### src/rtl/signed_seq_mult_pkg.sv
// Shared types and helpers for the signed/unsigned sequential shift-add multiplier.
// Optional early zero termination is enabled by defining SIGNED_SEQ_MULT_EARLY_ZERO_EN.
package signed_seq_mult_pkg;

    typedef enum logic [1:0] {
        IDLE = 2'd0,
        CALC = 2'd1,
        SIGN = 2'd2,
        DONE = 2'd3
    } state_t;

    // Bit counter width; it must hold values 0..width-1.
    function automatic int cnt_width(input int width);
        return (width > 1) ? $clog2(width) : 1;
    endfunction

endpackage

### src/rtl/ssm_abs.sv
// Combinational conditional two's-complement negate: o_out = i_en ? -i_in : i_in.
// Used for operand magnitudes and for restoring the product sign.
module ssm_abs #(
    parameter int W = 8
) (
    input  logic         i_en,
    input  logic [W-1:0] i_in,
    output logic [W-1:0] o_out
);

    assign o_out = i_en ? (~i_in + W'(1)) : i_in;

endmodule

### src/rtl/signed_seq_mult.sv
// Sequential shift-add multiplier, one multiplier bit per cycle, sign handled by magnitude/negate.
// Define SIGNED_SEQ_MULT_EARLY_ZERO_EN to skip straight to DONE when an operand is zero.
//
// Handshake: an operand set is taken on a rising edge where in_valid && in_ready; a product is
// handed off on a rising edge where out_valid && out_ready. in_ready is high only in IDLE and
// out_valid only in DONE, so the two never coincide. Counting the accept edge as edge 1,
// out_valid rises on edge WIDTH+2 (edge 1 with early zero termination).
module signed_seq_mult
    import signed_seq_mult_pkg::*;
#(
    parameter int WIDTH = 32
) (
    input  logic                 clk,
    input  logic                 rst_n,
    input  logic                 in_valid,
    output logic                 in_ready,
    input  logic [WIDTH-1:0]     a,
    input  logic [WIDTH-1:0]     b,
    input  logic                 signed_op,
    output logic                 out_valid,
    input  logic                 out_ready,
    output logic [2*WIDTH-1:0]   p,
    output logic                 busy,
    output logic [1:0]           dbg_state
);

    localparam int CW = cnt_width(WIDTH);
    localparam int PW = 2 * WIDTH;

    state_t            r_state;
    state_t            w_next;
    logic              w_calc_last;
    logic [WIDTH-1:0]  w_abs_a;
    logic [WIDTH-1:0]  w_abs_b;
    logic [WIDTH-1:0]  r_mplier;
    logic [PW-1:0]     r_mcand;
    logic [PW-1:0]     r_acc;
    logic [PW-1:0]     w_fixed;
    logic [PW-1:0]     r_p;
    logic [CW-1:0]     r_cnt;
    logic              r_neg;
`ifdef SIGNED_SEQ_MULT_EARLY_ZERO_EN
    logic              w_zero_op;

    assign w_zero_op = (a == '0) || (b == '0);
`endif

    // Magnitudes; -2^(WIDTH-1) maps to 2^(WIDTH-1) as an unsigned WIDTH-bit value.
    ssm_abs #(.W(WIDTH)) u_abs_a (
        .i_en  (signed_op & a[WIDTH-1]),
        .i_in  (a),
        .o_out (w_abs_a)
    );

    ssm_abs #(.W(WIDTH)) u_abs_b (
        .i_en  (signed_op & b[WIDTH-1]),
        .i_in  (b),
        .o_out (w_abs_b)
    );

    // Negating only a nonzero accumulator keeps zero results free of a negative zero.
    ssm_abs #(.W(PW)) u_sign_fix (
        .i_en  (r_neg & (r_acc != '0)),
        .i_in  (r_acc),
        .o_out (w_fixed)
    );

    assign w_calc_last = (r_cnt == CW'(WIDTH - 1));

    always_ff @(posedge clk or negedge rst_n) begin
        if (!rst_n) begin
            r_state <= IDLE;
        end else begin
            r_state <= w_next;
        end
    end

    always_comb begin
        w_next    = r_state;
        in_ready  = 1'b0;
        out_valid = 1'b0;
        busy      = 1'b1;
        case (r_state)
            IDLE: begin
                in_ready = 1'b1;
                busy     = 1'b0;
                if (in_valid) begin
`ifdef SIGNED_SEQ_MULT_EARLY_ZERO_EN
                    w_next = w_zero_op ? DONE : CALC;
`else
                    w_next = CALC;
`endif
                end
            end
            CALC: begin
                if (w_calc_last) begin
                    w_next = SIGN;
                end
            end
            SIGN: begin
                w_next = DONE;
            end
            DONE: begin
                out_valid = 1'b1;
                if (out_ready) begin
                    w_next = IDLE;
                end
            end
            default: begin
                w_next = IDLE;
            end
        endcase
    end

    // The multiplicand is pre-shifted each cycle so no variable shifter is needed.
    always_ff @(posedge clk or negedge rst_n) begin
        if (!rst_n) begin
            r_mcand  <= '0;
            r_mplier <= '0;
            r_acc    <= '0;
            r_cnt    <= '0;
            r_neg    <= 1'b0;
            r_p      <= '0;
        end else begin
            case (r_state)
                IDLE: begin
                    if (in_valid) begin
                        r_mcand  <= {{WIDTH{1'b0}}, w_abs_a};
                        r_mplier <= w_abs_b;
                        r_neg    <= signed_op & (a[WIDTH-1] ^ b[WIDTH-1]);
                        r_acc    <= '0;
                        r_cnt    <= '0;
                        r_p      <= '0;
                    end
                end
                CALC: begin
                    if (r_mplier[0]) begin
                        r_acc <= r_acc + r_mcand;
                    end
                    r_mcand  <= r_mcand << 1;
                    r_mplier <= r_mplier >> 1;
                    r_cnt    <= r_cnt + CW'(1);
                end
                SIGN: begin
                    r_p <= w_fixed;
                end
                default: begin
                end
            endcase
        end
    end

    assign p         = r_p;
    assign dbg_state = r_state;

endmodule

### config.mk
export PLATFORM = sky130hd
export DESIGN_NAME = signed_seq_mult
export DESIGN_NICKNAME = d
export VERILOG_FILES = /design/src/rtl/signed_seq_mult_pkg.sv /design/src/rtl/ssm_abs.sv /design/src/rtl/signed_seq_mult.sv
export SDC_FILE = /design/constraint.sdc
export NUM_CORES = 1
export LEC_CHECK = 0
export CAP_MARGIN = 10
export CORE_MARGIN = 4
export CORE_UTILIZATION = 25
export DETAILED_ROUTE_END_ITERATION = 8
export HOLD_SLACK_MARGIN = 0.02
export PLACE_DENSITY = 0.42
export SYNTH_ARGS = -nofsm -noshare
export SYNTH_HDL_FRONTEND = slang
export SYNTH_SLANG_ARGS = --single-unit
### constraint.sdc
create_clock -name clk -period 5.3 [get_ports clk]
set_clock_uncertainty 0.2 [all_clocks]
set_input_delay 0.795 -clock clk [delete_from_list [all_inputs] [get_ports clk]]
set_output_delay 0.795 -clock clk [all_outputs]
set_load 0.01 [all_outputs]
==> results.tsv, run 1 <==
stage	metric	value	unit
sta	slew at the pin closest to its max-slew limit	1.05	ns
logic_synthesis	fraction of post-synthesis cell area in the top cell type by area	38.5	%
logic_synthesis	largest cells by area after synthesis	dfrtp_1 (38%), xor2_1 (7.5%), o21ai_0 (7.1%), nand2_1 (6.5%), ha_1 (6.0%)	
sta	relative slew slack	30.0	%
global_routing	pin count of the biggest net entering global routing	133	
global_routing	global-route wire length before repair	77200	um
sta	Hold Worst Slack	0.276	ns
sta	count of final max-slew check failures	0	
cts	deepest level of the CTS H-tree	1	
sta	slack of the critical path	0.875	ns
critical_path	largest driver fanout on the critical path	56	
logic_synthesis	sequential fraction of the synthesis area	38.5	%
floorplan	vertical extent of the die	254	um
job	max-cap violation count	0	
layout	Area Growth Syn to Fin	21.1	%
outcome	outcome	finished clean	
logic_synthesis	synthesized area	15100	um2
critical_path	kind of launch point of the worst setup path	flop	
power	net switching power figure	4.17	mW
logic_synthesis	number of enable-type register cells in the synthesized netlist	0	
logic_synthesis	most area-hungry cell type in the Yosys netlist	dfrtp_1	
sta	clock period minus final worst setup slack	4.42	ns
cts	number of buffers created by CTS	29	
sta	total count of hold-check failures in the final report	0	
power	Cell Pwr Density	511	nW/um2
route	wire length per cell	17.9	um
logic_synthesis	Yosys warnings	0	
cts	maximum count of clock buffers along a single path	3	
critical_path	cell seen most often among critical-path stages	nand2b_4	
min_path	Hold Path Class	flop to flop	
critical_path	Critical Setup Path Class	flop to flop	
place	GP Congestion	0.882	
route	router iterations before antenna repair	5	
place	placed insts	2624	
logic_synthesis	gate count of the mapped netlist	1785	
sta	Max Clk Rate	226	MHz
power	Pleak	7.78	nW
floorplan	CORE AREA	59400	um2
critical_path	arrival time at the worst endpoint	4.64	ns
cts	CTS tree	built	
cts	clock root buffer	clkbuf_16	
route	count of nets left with antenna violations after detail routing	0	
logic_synthesis	number of synthesized register bits	232	
power	IR drop worst, VDD	314	uV
logic_synthesis	Mapped Nets	1927	
floorplan	starting density of the core	25.4	%
critical_path	crit path capture type	flop	
logic_synthesis	top cells by instance count after synthesis	nand2_1 (260), dfrtp_1 (232), o21ai_0 (214)	
route	remaining design rule violation count	0	
cts	post-cts resize count	0	
layout	final core utilization	30.8	%
global_routing	overall global routing resource usage	14.7	%
power	Int Power	5.16	mW
cts	postcts setup bufs	0	
logic_synthesis	Post-synth top flop	dfrtp_1	
place	post-detailed-placement cell area	17300	um2
cts	CTS sink count	232	
place	DP Worst Slack	0.730	ns
layout	Post-Layout Inst Area	18300	um2
route	Vias	13200	
critical_path	CP Data Required Time	5.51	ns
layout	Layout Cells excl Fill	2683	
logic_synthesis	Mean Syn Cell Area	8.45	um2
cts	worst-skew pair later-pin latency	0.57	ns
sta	summed negative setup slack over all endpoints	0	ns
power	Clock power frac	21.7	%
route	Total Wirelength	48000	um
sta	final worst path period share	83.5	%
cts	number of hold buffers added after CTS	1	
floorplan	top-level port count	138	
place	HPWL after DPL	35400	um
sta	unrepaired setup endpoints after global routing	no	
global_routing	total congestion overflow after global routing	0	
floorplan	width of the die	254	um
floorplan	placement row count	89	
critical_path	worst-path cell chain	inv_1 -> ha_1 -> or4b_1 -> or3_1 -> or3_4 -> or2_4 -> nand2b_4 -> nand2b_4 -> o31a_2 -> o41ai_1 -> xor2_1 -> o21ai_1	
sta	final-report setup violation count	0	
route	Avg Vias per Cell	4.94	
cts	clock edge transition at the registers on the reported setup and hold paths	0.06	ns
critical_path	Slowest-stage cell, CP	o31a_2	
global_routing	vias in the first global route	13300	
logic_synthesis	number of distinct library cells after synthesis	66	
place	number of port buffers	137	
floorplan	die footprint	64300	um2
logic_synthesis	share of flip-flops with an asynchronous set or reset	100	%
layout	layout cell share with drive strength beyond 1	4.72	%
global_routing	antenna violations before repair	9	
route	Starting DRT DRC Count	797	
power	combinational power share	48.2	%
layout	Net count, final	2025	
logic_synthesis	most common cell in the synthesized netlist	nand2_1	
power	Reg power frac	30.1	%
critical_path	maximum cell stage delay along the critical path	0.71	ns
power	overall power	9.33	mW
power	Sw Share	44.7	%
## layout make-up
cell class	count	area, um2
Antenna cell	5	12.5
Clock buffer	42	845
Inverter	32	120
Sequential cell	232	5810
Multi-Input combinational cell	1426	8830
Clock inverter	11	111
Tap cell	773	967
Fill cell	6281	41100
Timing Repair Buffer	162	1580
## power groups by stage
stage / clock network, mW / registers, mW / logic [mW]
2_1_floorplan: 0 / 2.70 / 3.02
3_3_place_gp: 0 / 2.84 / 4.52
3_5_place_dp: 0 / 2.84 / 4.54
4_1_cts: 2.10 / 2.82 / 4.55
5_1_grt: 2.16 / 2.90 / 5.09
6_report: 2.03 / 2.81 / 4.50
## registers in the layout, summed over array words and instances (netlist names)
register,count
p,64
r_acc,64
r_mcand,64
r_mplier,32
r_cnt,5
dbg_state,2
r_neg,1
## cell usage in the layout (no fill, tap or decap), drive strengths merged, types with 20 or more instances in the layout
cell type | Yosys | layout
o21ai | 270 | 270
nand2 | 260 | 260
dfrtp | 232 | 232
a21oi | 165 | 165
clkdlybuf4s50 | 0 | 136
xor2 | 129 | 129
nor2 | 110 | 110
ha | 72 | 72
xnor2 | 47 | 47
clkbuf | 82 | 42
a22o | 38 | 38
inv | 32 | 33
o31ai | 31 | 31
a21o | 30 | 30
nor3 | 26 | 26
buf | 13 | 25
nand3 | 23 | 23
o41ai | 20 | 20
nand4 | 20 | 20
## path summary, 6_finish.rpt
kind,startpoint,end,slack [ns],cells past startpoint
setup / recovery,r_acc[1],p[47],0.88,12
max in group asynchronous,rst_n,p[2],3.21,3
min in group asynchronous,rst_n,r_mplier[9],0.53,2
hold reg to reg,r_mplier[25],r_mplier[25],0.28,2
hold / removal,r_mplier[25],r_mplier[25],0.28,2
setup reg to reg,r_acc[1],p[47],0.88,12
## worst max-delay path: cells and delay by family, from the launching register on
family,cells,cell delay (ns)
compound gates,3,1.02
xor+xnor,1,0.20
fa+ha+maj,1,0.22
buf+inv,1,0.17
flops,1,0.40
simple gates,6,2.05
## cells by family (layout without fill, tap and decap cells)
logic type      count (synthesis)  in the layout  share of synthesized area, %
other cells                     0              5                             0
buf+inv                       127            247                          3.37
flops                         232            232                          38.5
simple gates                  541            541                          16.4
fa+ha+maj                      73             73                          6.10
xor+xnor                      176            176                          10.2
mux                             5              5                         0.340
compound gates                631            631                          25.0
## metal layers
layer  part of all wire [%]  global-route usage [%]
met1                     52                    22.7
met2                     40                    21.1
met3                    5.2                    2.60
met4                    2.5                    3.82
met5                   0.14                       0
Power figures use the tool's default switching activity.
==> run 2, diff against run 1 <==
==> constraint.sdc (replaced) <==
create_clock -name clk -period 4.6 [get_ports clk]
set_clock_uncertainty 0.2 [all_clocks]
set_input_delay 0.69 -clock clk [delete_from_list [all_inputs] [get_ports clk]]
set_output_delay 0.69 -clock clk [all_outputs]
set_load 0.01 [all_outputs]
==> results.tsv, run 2 (synthesis gave the netlist of run 1 again) <==
stage	metric	value	unit	change
route	Vias	13200		-0.62%
global_routing	pin count of the biggest net entering global routing	115		-14%
layout	Layout Cells excl Fill	2696		+0.48%
global_routing	total congestion overflow after global routing	0		unchanged
cts	number of hold buffers added after CTS	0		-1
cts	number of buffers created by CTS	29		unchanged
power	combinational power share	48.6	%	+0.4 points
place	placed insts	2640		+0.61%
job	max-cap violation count	0		unchanged
cts	postcts setup bufs	0		unchanged
critical_path	CP Data Required Time	4.80	ns	-0.71 ns
critical_path	crit path capture type	flop		
cts	post-cts resize count	0		unchanged
power	Int Power	6.12	mW	+19%
floorplan	die footprint	64300	um2	unchanged
critical_path	Critical Setup Path Class	flop to flop		
route	wire length per cell	17.5	um	-2.0%
layout	Net count, final	2040		+0.74%
layout	Area Growth Syn to Fin	22.1	%	
min_path	Hold Path Class	primary input to async pin		
sta	final-report setup violation count	0		unchanged
power	Sw Share	43.9	%	-0.75 points
power	IR drop worst, VDD	315	uV	+0.32%
cts	worst-skew pair later-pin latency	0.57	ns	about the same
sta	Max Clk Rate	240	MHz	+6.0%
route	Avg Vias per Cell	4.88		-1.1%
place	HPWL after DPL	35600	um	+0.55%
floorplan	width of the die	254	um	unchanged
cts	CTS sink count	232		unchanged
power	net switching power figure	4.80	mW	+15%
critical_path	kind of launch point of the worst setup path	flop		
sta	slack of the critical path	0.426	ns	-0.449 ns
power	Reg power frac	29.4	%	-0.7 points
sta	Hold Worst Slack	-0.0424	ns	-0.318 ns
global_routing	vias in the first global route	13100		-1.7%
floorplan	vertical extent of the die	254	um	unchanged
sta	summed negative setup slack over all endpoints	0	ns	unchanged
global_routing	overall global routing resource usage	14.5	%	-0.19 points
cts	clock edge transition at the registers on the reported setup and hold paths	0.06	ns	about the same
route	Total Wirelength	47300	um	-1.5%
route	remaining design rule violation count	0		unchanged
sta	count of final max-slew check failures	0		unchanged
power	Cell Pwr Density	593	nW/um2	+16%
route	router iterations before antenna repair	7		+2
outcome	outcome	finished with violations		
sta	clock period minus final worst setup slack	4.17	ns	-0.251 ns
sta	slew at the pin closest to its max-slew limit	1.04	ns	-0.0138 ns
place	DP Worst Slack	0.262	ns	-0.469 ns
layout	layout cell share with drive strength beyond 1	5.53	%	+0.80 points
route	count of nets left with antenna violations after detail routing	0		unchanged
place	number of port buffers	137		unchanged
floorplan	starting density of the core	25.4	%	unchanged
global_routing	global-route wire length before repair	76200	um	-1.2%
cts	deepest level of the CTS H-tree	1		unchanged
sta	unrepaired setup endpoints after global routing	no		
layout	top library cells by usage in the layout, fill and taps aside	nand2_1 (259), dfrtp_1 (232), o21ai_0 (214)		
critical_path	arrival time at the worst endpoint	4.38	ns	-0.26 ns
place	GP Congestion	0.846		-4.1%
outcome	failing checks	hold timing		
power	Clock power frac	22.0	%	+0.3 points
power	Pleak	7.87	nW	+1.2%
floorplan	placement row count	89		unchanged
floorplan	top-level port count	138		unchanged
cts	CTS tree	built		
sta	final worst path period share	90.7	%	+7.2 points
layout	leading cell type in the layout, fill and taps excluded	nand2_1		
floorplan	CORE AREA	59400	um2	unchanged
cts	maximum count of clock buffers along a single path	3		unchanged
cts	clock root buffer	clkbuf_16		
critical_path	largest driver fanout on the critical path	39		-30%
global_routing	antenna violations before repair	12		+3
sta	total count of hold-check failures in the final report	8		+8
sta	relative slew slack	30.9	%	+0.92 points
route	Starting DRT DRC Count	866		+8.7%
[run 2: cell types whose count changed in the layout (fill, tap and decap cells not counted)]
cell,delta
buf_4,+16
bufinv_16,+1
clkbuf_1,-2
clkbuf_8,+3
clkinv_2,-5
dlygate4sd3_1,-1
inv_6,+1
[run 2: stage by stage]
step	power (mW)	hold slack [ns]	utilization, %	cell area (um2)
2_1_floorplan	6.59	0.194	-	15100
3_3_place_gp	8.60	0.260	29.3	17400
6_report	10.9	-0.0424	31.0	18400
4_1_cts	11.1	0.0610	31.0	18400
3_5_place_dp	8.62	0.269	29.3	17400
5_1_grt	11.9	0.0289	31.0	18400
[run 2: critical path, stage by stage (launching register included)]
cell      delay [ns]
dfrtp_1         0.40
inv_1           0.15
ha_1            0.20
or4b_1          0.50
or3_1           0.42
or3_4           0.43
or2_4           0.31
nand2b_4        0.17
nand2b_4        0.20
o31a_2          0.36
buf_4           0.25
o31ai_1         0.13
xor2_1          0.19
o21ai_1         0.08
[run 2: power by group through the flow]
stage                     logic (mW)  registers [mW]  clock network [mW]
final                           5.31            3.21                2.41
after global routing            5.97            3.30                2.59
after CTS                       5.38            3.22                2.50
after detailed placement        5.38            3.24                   0
after global placement          5.36            3.24                   0
after floorplan                 3.48            3.12                   0
[run 2: cell type report]
type,instances,area [um2]
Fill cell,6271,40900
Multi-Input combinational cell,1426,8830
Sequential cell,232,5810
Timing Repair Buffer,177,1690
Tap cell,773,967
Clock buffer,43,878
Clock inverter,8,125
Inverter,32,120
Antenna cell,5,12.5
[run 2: metal layers]
layer  vias to the layer above  part of all wire (%)  global-route usage, %
li1                       6656                     -                      -
met1                      6196                    53                   22.3
met2                       234                    41                   21.2
met3                        66                   4.3                   2.50
met4                        14                   1.9                   3.28
met5                         -                  0.19                      0
[run 2: path summary, 6_finish.rpt]
check	start	to	slack, ns	depth (start not counted)
setup reg to reg	r_acc[1]	p[23]	0.43	13
min in group clk	p[60]	p[60]	0.27	2
hold / removal	rst_n	dbg_state[0]	-0.04	1
max in group asynchronous	rst_n	p[30]	3.23	2
hold reg to reg	p[60]	p[60]	0.27	2
setup / recovery	r_acc[1]	p[23]	0.43	13
